$ cat config.mk
export PLATFORM = sky130hd
export DESIGN_NAME = ssd_scan_arbiter
export DESIGN_NICKNAME = d
export VERILOG_FILES = /design/src/rtl/ssd_scan_arbiter.sv
export SDC_FILE = /design/constraint.sdc
export NUM_CORES = 1
export LEC_CHECK = 0
export BUFFER_PORTS_ARGS = -buffer_cell sky130_fd_sc_hd__buf_2
export CORE_MARGIN = 3
export CORE_UTILIZATION = 35
export DETAILED_ROUTE_END_ITERATION = 16
export PLACE_DENSITY = 0.55
export RECOVER_POWER = 50
export SYNTH_ARGS = -nofsm -noshare
export SYNTH_HDL_FRONTEND = slang
export SYNTH_SLANG_ARGS = --single-unit
$ cat constraint.sdc
create_clock -name clk -period 2.31 [get_ports clk]
set_input_delay 0.231 -clock clk [delete_from_list [all_inputs] [get_ports clk]]
set_output_delay 0.231 -clock clk [all_outputs]
set_load 0.005 [all_outputs]
$ cat src/rtl/ssd_scan_arbiter.sv
// Two-requester round-robin arbiter for a multiplexed two-digit seven-segment display.
// Optional: define SSD_LEADING_ZERO_BLANK_EN to blank a zero upper digit.
module ssd_scan_arbiter #(
    parameter int SCAN_DIV   = 2000000,
    parameter int HOLD_SCANS = 50
) (
    input  logic       clk,
    input  logic       nrst,
    input  logic [1:0] req,
    input  logic [7:0] data0,
    input  logic [7:0] data1,
    output logic [1:0] grant,
    output logic       sel,
    output logic [6:0] seg
);

    localparam int PW = $clog2(SCAN_DIV);
    localparam int HW = (HOLD_SCANS > 1) ? $clog2(HOLD_SCANS) : 1;
    localparam logic [PW-1:0] PRE_LAST  = PW'(SCAN_DIV - 1);
    localparam logic [HW-1:0] HOLD_LAST = HW'(HOLD_SCANS - 1);

    typedef enum logic [1:0] {
        IDLE,
        OWN,
        HANDOFF
    } state_t;

    state_t        state, state_nxt;
    logic [PW-1:0] pre_cnt;
    logic [HW-1:0] hold_cnt, hold_nxt;
    logic          owner, owner_nxt;   // current owner in OWN, otherwise last granted
    logic          tick;
    logic [1:0]    grant_nxt;
    logic [7:0]    owner_data;
    logic [3:0]    nib;
    logic [6:0]    seg_p0;

    function automatic logic pick(input logic [1:0] r, input logic last);
        return (r == 2'b11) ? ~last : r[1];
    endfunction

    function automatic logic [6:0] hex7(input logic [3:0] n);
        logic [6:0] s;
        case (n)
            4'h0: s = 7'h7E;
            4'h1: s = 7'h30;
            4'h2: s = 7'h6D;
            4'h3: s = 7'h79;
            4'h4: s = 7'h33;
            4'h5: s = 7'h5B;
            4'h6: s = 7'h5F;
            4'h7: s = 7'h70;
            4'h8: s = 7'h7F;
            4'h9: s = 7'h73;
            4'hA: s = 7'h77;
            4'hB: s = 7'h1F;
            4'hC: s = 7'h4E;
            4'hD: s = 7'h3D;
            4'hE: s = 7'h4F;
            default: s = 7'h47;
        endcase
        return s;
    endfunction

    assign tick = (pre_cnt == PRE_LAST);

    always_ff @(posedge clk or negedge nrst) begin
        if (!nrst) begin
            pre_cnt <= '0;
            sel     <= 1'b0;
        end else begin
            pre_cnt <= tick ? '0 : pre_cnt + 1'b1;
            if (tick) begin
                sel <= ~sel;
            end
        end
    end

    always_ff @(posedge clk or negedge nrst) begin
        if (!nrst) begin
            state    <= IDLE;
            owner    <= 1'b1;
            hold_cnt <= '0;
        end else begin
            state    <= state_nxt;
            owner    <= owner_nxt;
            hold_cnt <= hold_nxt;
        end
    end

    always_comb begin
        state_nxt = state;
        owner_nxt = owner;
        hold_nxt  = hold_cnt;
        case (state)
            IDLE: begin
                if (|req) begin
                    state_nxt = OWN;
                    owner_nxt = pick(req, owner);
                    hold_nxt  = '0;
                end
            end
            OWN: begin
                // Losing the request wins over hold expiry in the same cycle
                if (!req[owner]) begin
                    state_nxt = HANDOFF;
                end else if (tick) begin
                    if (hold_cnt == HOLD_LAST) begin
                        hold_nxt = '0;
                        if (req[~owner]) begin
                            state_nxt = HANDOFF;
                        end
                    end else begin
                        hold_nxt = hold_cnt + 1'b1;
                    end
                end
            end
            HANDOFF: begin
                if (tick) begin
                    if (|req) begin
                        state_nxt = OWN;
                        owner_nxt = pick(req, owner);
                        hold_nxt  = '0;
                    end else begin
                        state_nxt = IDLE;
                    end
                end
            end
            default: state_nxt = IDLE;
        endcase
        grant_nxt = (state_nxt == OWN) ? (owner_nxt ? 2'b10 : 2'b01) : 2'b00;
    end

    // Segment decode from the current state/sel/data, registered one clock later
    always_comb begin
        owner_data = owner ? data1 : data0;
        nib        = sel ? owner_data[7:4] : owner_data[3:0];
        seg_p0     = 7'h00;
        if (state == OWN) begin
`ifdef SSD_LEADING_ZERO_BLANK_EN
            if (!(sel && (nib == 4'h0))) begin
                seg_p0 = hex7(nib);
            end
`else
            seg_p0 = hex7(nib);
`endif
        end
    end

    always_ff @(posedge clk or negedge nrst) begin
        if (!nrst) begin
            grant <= 2'b00;
            seg   <= 7'h00;
        end else begin
            grant <= grant_nxt;
            seg   <= seg_p0;
        end
    end

endmodule

==> results of run 1 <==
[worst max path at each step]
stage	from	to	cells past startpoint
after detailed placement	pre_cnt[11]	hold_cnt[1]	5
after global routing	pre_cnt[11]	hold_cnt[1]	5
after global placement	pre_cnt[11]	hold_cnt[1]	5
after CTS	pre_cnt[11]	hold_cnt[1]	5
final	pre_cnt[11]	hold_cnt[1]	5
after floorplan	pre_cnt[11]	hold_cnt[1]	5
[final cells by class]
type                            instances  area, um2  share of cell area
Tap cell                               72       90.1              0.0344
Clock buffer                            8       90.1              0.0344
Inverter                               11       41.3              0.0158
Timing Repair Buffer                   48        290               0.111
Multi-Input combinational cell        151       1100               0.421
Sequential cell                        40       1000               0.383
[metrics by stage]
stage               hold slack, ns  area, um2
CTS                          0.101       2590
floorplan                  -0.0646       2130
finish                       0.303       2620
detailed placement           0.420       2500
global route                 0.317       2620
global placement             0.415       2500
[power breakdown]
part,switching [W],internal (W)
clock,0.000232,0.000244
sequential,0.0000465,0.000794
combinational,0.000389,0.000345
total,0.000668,0.00138
[registers in the layout, summed over array words and instances, names as in the netlist]
| signal | cells |
|---|---|
| owner | 1 |
| hold_cnt | 6 |
| state | 2 |
| seg | 7 |
| sel | 1 |
| pre_cnt | 21 |
| grant | 2 |
[layout by cell type, fill, tap and decap left out, types with 2 or more instances in the layout]
cell type,n
o22ai_1,2
nand2b_1,3
clkbuf_8,6
buf_4,18
o21a_1,2
inv_1,11
and3_1,2
ha_1,9
xnor2_1,10
nor3_1,3
mux4_2,4
or4_4,2
o21ai_1,2
a21oi_1,7
nand3_1,11
a221oi_1,3
and2_1,3
a31oi_1,6
o21ai_0,6
buf_2,28
nor4_1,4
xor2_1,7
clkbuf_1,3
dfrtp_1,39
nand2_1,16
a31o_2,3
mux2i_1,4
nand4_1,6
nor2_1,20
[cell families after synthesis]
| group | share of synthesized area |
|---|---|
| AO/OA/AOI/OAI | 0.112 |
| XOR/XNOR | 0.0702 |
| adder cells (fa/ha/maj) | 0.0531 |
| buffers and inverters | 0.0248 |
| flip-flops | 0.473 |
| multiplexers | 0.0720 |
| AND/OR/NAND/NOR | 0.195 |
[layer usage]
layer | vias up | routed length, um | GRT usage
li1 | 845 | - | -
met1 | 820 | 2130 | 0.178
met2 | 37 | 2150 | 0.226
met3 | 4 | 220 | 0.0316
met4 | 0 | 32 | 0.0351
met5 | - | 0 | 0
[worst max-delay path, cell delays in order, from the launching register on]
cell	delay (ns)
dfrtp_1	0.38
or4b_4	0.53
or4_4	0.43
or4_4	0.44
nand3_4	0.10
mux2_4	0.29
[repair_timing]
item,in CTS,in global routing
pin swaps,1,2
endpoints found under the setup margin,1,3
cloned,0,0
gates resized for setup,1,4
==> flow_summary.json, run 1 <==
{
  "rsz0062_at_grt": "true",
  "start_util": 0.374,
  "nFillCells": 552,
  "drt-total-wl_mm": 4.53,
  "placementRows": 27,
  "synthArstFlopShare": 1.00,
  "clkTransAtPathRegs_ns": 0.07,
  "synth-edff-count": 0,
  "worstMarginPinSlew_ns": 2.19,
  "synth_area_um2": 2120,
  "worstSetupPathType": "flop to flop",
  "synth_top_cell_area_share": 0.460,
  "critPathCaptureType": "flop",
  "whs_path_depth": 3,
  "place.gp.congestion": 0.759,
  "layout_setup_ws_ns": 0.0286,
  "maxSlewHeadroom": -0.460,
  "netlist_top_cells_count": "dfrtp_1 (39), nor2_1 (20), nand2_1 (16), inv_1 (11), nand3_1 (11)",
  "instances_no_fill": 330,
  "r2r-end": "hold_cnt[1]",
  "syn-num-nets": 234,
  "grt_pass1_wl_mm": 7.87,
  "synthTopCellsByArea": "dfrtp_1 (46%), ha_1 (5.3%), mux4_2 (4.2%)",
  "cts_buffer_depth": 2,
  "ir_drop_uv": 343,
  "setup_viol": 0,
  "grt_start_max_net_pins": 41,
  "cts_tree": "done",
  "cts-root-buf": "clkbuf_8",
  "grt_overflow_total": 0,
  "hold_buffers": 0,
  "violations": "capacitance limit, slew limit",
  "yosys_register_bits": 40,
  "reg2reg_slack_ns": 0.03,
  "min_period_over_period": 0.988,
  "drv_cap": 1,
  "yosys.cell_count.top_type": "dfrtp_1",
  "cts_made_buffers": 5,
  "total_power_w": 0.00205,
  "reg2reg_from": "pre_cnt[11]",
  "path_max_fanout": 2,
  "antenna_found_initial": 0,
  "die_w_um": 83.8,
  "p_leak_nw": 1.23,
  "setup_tns_ns": 0,
  "wl_per_cell_um": 13.7,
  "vias": 1706,
  "netlist_instances": 205,
  "final_core_util": 0.461,
  "io_buffers": 29,
  "synth_largest_area_cell": "dfrtp_1",
  "start_kind": "flop",
  "syn_to_final_growth_pct": 23.3,
  "die_area_um2": 7030,
  "antennaDiodeCount": 0,
  "finClkSkew_ns": 0.00566,
  "firstDrtPassIters": 4,
  "ys_warn_count": 0,
  "grt_pass1_vias": 1731,
  "numPlacedInstances": 322,
  "hold_path.class": "primary input to flop",
  "numClockSinks": 40,
  "worstPathRequired_ns": 2.48,
  "track_usage": 0.136,
  "ys_seq_area_frac": 0.473,
  "crit_arrival_ns": 2.45,
  "num_io_pins": 30,
  "slew_viol_final": 41,
  "period_minus_slack_ns": 2.28,
  "fp.dieH_um": 83.8,
  "hold_violations": 0,
  "synthDistinctLibCells": 43,
  "viasPerCell": 5.17,
  "dp_slack_ns": -0.0769,
  "reg2regPathDepth": 5,
  "dp.final_hpwl_mm": 3.35,
  "synth_flop_cell": "dfrtp_1",
  "fmax_mhz": 438,
  "fin_nets": 286,
  "drt_iter0_markers": 109,
  "outcome": "finished with violations",
  "drive_above_1_share": 0.271,
  "min_to": "owner",
  "min_from": "req[0]",
  "worstSkewPairLatency_ns": 0.29,
  "ant_nets": 0,
  "core-area_um2": 5680,
  "cts_setup_buffers": 0,
  "synth_area_per_cell_um2": 10.3,
  "drc_errors": 0,
  "p_per_area_nw_per_um2": 784,
  "htreeDepth": 2
}
No activity file was read; power rests on OpenSTA's default activity.
==> inputs of run 2 (changes only) <==
ABC_AREA = 1   (was unset)
BUFFER_PORTS_ARGS = unset   (was -buffer_cell sky130_fd_sc_hd__buf_2)
DONT_BUFFER_PORTS = 1   (was unset)
PLACE_DENSITY = 0.5   (was 0.55)
==> run 2 against run 1 <==
The run now ends clean. Worst hold slack worse by 0.15 ns. Flip-flop and latch count did not move. Area after synthesis increased by 20%. Largest cell class unchanged.
==> flow_summary.json, run 2 <==
{
  "outcome": "completed",
  "syn_to_final_growth_pct": 7.73,
  "path_buf_inv": 3,
  "path_delay_family": "flip-flops",
  "cts_setup_buffers": 0,
  "ant_nets": 0,
  "cpMaxStageDelayCell": "dfstp_2",
  "drt-met1-wl_mm": 2.55,
  "vias": 1915,
  "cts_made_buffers": 5,
  "largestRegisters": "pre_cnt x21, seg x7, hold_cnt x6",
  "place.gp.congestion": 0.815,
  "crit_chain": "inv_2 -> nand2_1 -> nand3_1 -> nand2_1 -> inv_1 -> ha_1 -> inv_1 -> a21oi_2 -> a21oi_1 -> nor2_1 -> nor2_1",
  "period_minus_slack_ns": 1.98,
  "hold_path.class": "primary input to flop",
  "die_area_um2": 8320,
  "synthTopCellsByArea": "dfrtp_1 (38%), nand2_1 (9.0%), inv_1 (6.6%)",
  "ir_drop_uv": 352,
  "wl_met3_um": 178,
  "synth_flop_cell": "dfrtp_1",
  "start_kind": "flop",
  "switching_power_w": 0.000883,
  "antennaDiodeCount": 0,
  "internal_power_w": 0.00130,
  "fp.dieH_um": 91.2,
  "die_w_um": 91.2,
  "stdcell_area_um2": 2740,
  "p_per_area_nw_per_um2": 799,
  "antenna_found_initial": 0,
  "reg2regPathDepth": 11,
  "total_power_w": 0.00219,
  "reg2reg_from": "owner",
  "final_common_cell": "nand2_1",
  "drc_errors": 0,
  "whs_ns": 0.155,
  "maxSlewHeadroom": 0.348,
  "viasPerCell": 4.54,
  "grt_overflow_total": 0,
  "synth_top_cell_area_share": 0.384,
  "synth_area_per_cell_um2": 7.94,
  "cts_buffer_depth": 2,
  "yosys.cell_count.top_type": "nand2_1",
  "post_cts_resized": 0,
  "min_period_over_period": 0.856,
  "whs_path_depth": 3,
  "fin_nets": 354,
  "placementRows": 30,
  "syn-num-nets": 349,
  "io_buffers": 0,
  "netlist_instances": 320,
  "regMostFlops": "pre_cnt",
  "worstMarginPinSlew_ns": 0.977,
  "synth_area_um2": 2540,
  "p_comb_frac": 0.361,
  "dp_slack_ns": 0.350,
  "layout_common_cells": "nand2_1 (61), inv_1 (45), dfrtp_1 (39), nor2_1 (35), nand3_1 (24)",
  "grt_start_max_net_pins": 41,
  "cpPeakStageDelay_ns": 0.70,
  "synthArstFlopShare": 1.00,
  "min_to": "owner",
  "drv_cap": 0,
  "p_sw_frac": 0.404,
  "cts_tree": "done",
  "highest_layer": "met4",
  "wl_per_cell_um": 11.9,
  "clock_power_share": 0.224,
  "hold_violations": 0,
  "ys_warn_count": 0,
  "fmax_mhz": 506,
  "cts-root-buf": "clkbuf_8",
  "worstSkewPairLatency_ns": 0.29,
  "p_leak_nw": 1.36,
  "track_usage": 0.129,
  "r2r-end": "seg[6]",
  "dp.final_hpwl_mm": 3.83,
  "worstSetupPathType": "flop to flop",
  "synth-edff-count": 0,
  "yosys_register_bits": 40,
  "start_util": 0.368,
  "wl_met2_mm": 2.22,
  "largest_reg_flops": 21,
  "critPathCaptureType": "flop",
  "ys_seq_area_frac": 0.394,
  "placed_area_um2": 2630,
  "drt_iter0_markers": 45,
  "htreeDepth": 2,
  "numClockSinks": 40,
  "grt_pass1_vias": 1870,
  "rsz0062_at_grt": "false",
  "finClkSkew_ns": 0.00226,
  "grt_pass1_wl_mm": 8.73,
  "min_from": "req[0]",
  "setup_tns_ns": 0,
  "layout_setup_ws_ns": 0.334,
  "drt-total-wl_mm": 5.02,
  "path_max_fanout": 16,
  "firstDrtPassIters": 4,
  "crit_arrival_ns": 2.21,
  "drive_above_1_share": 0.172,
  "seq_power_share": 0.415,
  "slew_viol_final": 0,
  "synth_largest_area_cell": "dfrtp_1",
  "setup_viol": 0,
  "num_io_pins": 30,
  "worstPathRequired_ns": 2.54,
  "core-area_um2": 6910,
  "synthDistinctLibCells": 40,
  "clkTransAtPathRegs_ns": 0.08,
  "netlist_top_cells_count": "nand2_1 (61), inv_1 (45), dfrtp_1 (39), nor2_1 (35), nand3_1 (24)",
  "reg2reg_slack_ns": 0.33
}
## run 2: cell types whose count changed after synthesis, moves of 4 or more
cell / delta
nand2_1: +45
inv_1: +34
nor2_1: +15
nand3_1: +13
nand2_2: +12
a21oi_1: +7
o21ai_2: +7
xnor2_1: -7
nor2_4: +6
o21ai_0: +5
mux2i_1: -4
mux4_2: -4
nand4_1: -4
## run 2: worst max-delay path by stage
| stage | cells past startpoint | end | from |
|---|---|---|---|
| finish | 11 | seg[6] | owner |
| global route | 11 | seg[6] | owner |
| CTS | 11 | seg[6] | owner |
| detailed placement | 11 | seg[6] | owner |
| global placement | 11 | seg[6] | owner |
| floorplan | 9 | seg[6] | owner |
## run 2: layout make-up
cell class,count,area [um2]
flip-flops and latches,40,1000
clock buffers,6,82.6
clock inverters,2,10.0
repair buffers,3,22.5
multi-input cells,226,1320
fillers,734,4170
inverters,49,184
well taps,96,120
## run 2: per-stage QoR
step | cells | utilization
final | 422 | 0.396
after global routing | 422 | 0.396
after CTS | 422 | 0.399
after detailed placement | 412 | 0.381
after global placement | 412 | 0.381
after floorplan | 320 | -
## run 2: what timing repair did
| item | 4_1_cts | 5_1_grt |
|---|---|---|
| hold endpoints to repair | 40 | 0 |
| hold buffers | 2 | 0 |
| endpoints found under the setup margin | 0 | 0 |
## run 2: kinds of logic (layout without fill, tap and decap cells)
kind of cell,Yosys count,after routing,share of synthesized area
XOR/XNOR,12,12,0.0414
buffers and inverters,54,60,0.0876
adder cells (fa/ha/maj),9,9,0.0443
AO/OA/AOI/OAI,42,42,0.103
AND/OR/NAND/NOR,163,163,0.329
flip-flops,40,40,0.394
## run 2: power groups by stage
stage	registers [W]	clock network [W]	logic [W]
6_report	0.000908	0.000489	0.000790
4_1_cts	0.000914	0.000509	0.000805
3_3_place_gp	0.000924	0	0.000786
2_1_floorplan	0.000882	0	0.000714
5_1_grt	0.000926	0.000535	0.000925
3_5_place_dp	0.000928	0	0.000781
## run 2: tightest hold or removal path: cells and delay by family
kind	cells	cell delay, ns
simple gates	3	0.21
## run 2: metal layers
| layer | GRT usage | vias to the layer above |
|---|---|---|
| met5 | 0 | - |
| met4 | 0.0377 | 0 |
| met3 | 0.0315 | 7 |
| met2 | 0.197 | 30 |
| met1 | 0.180 | 858 |
| li1 | - | 1020 |
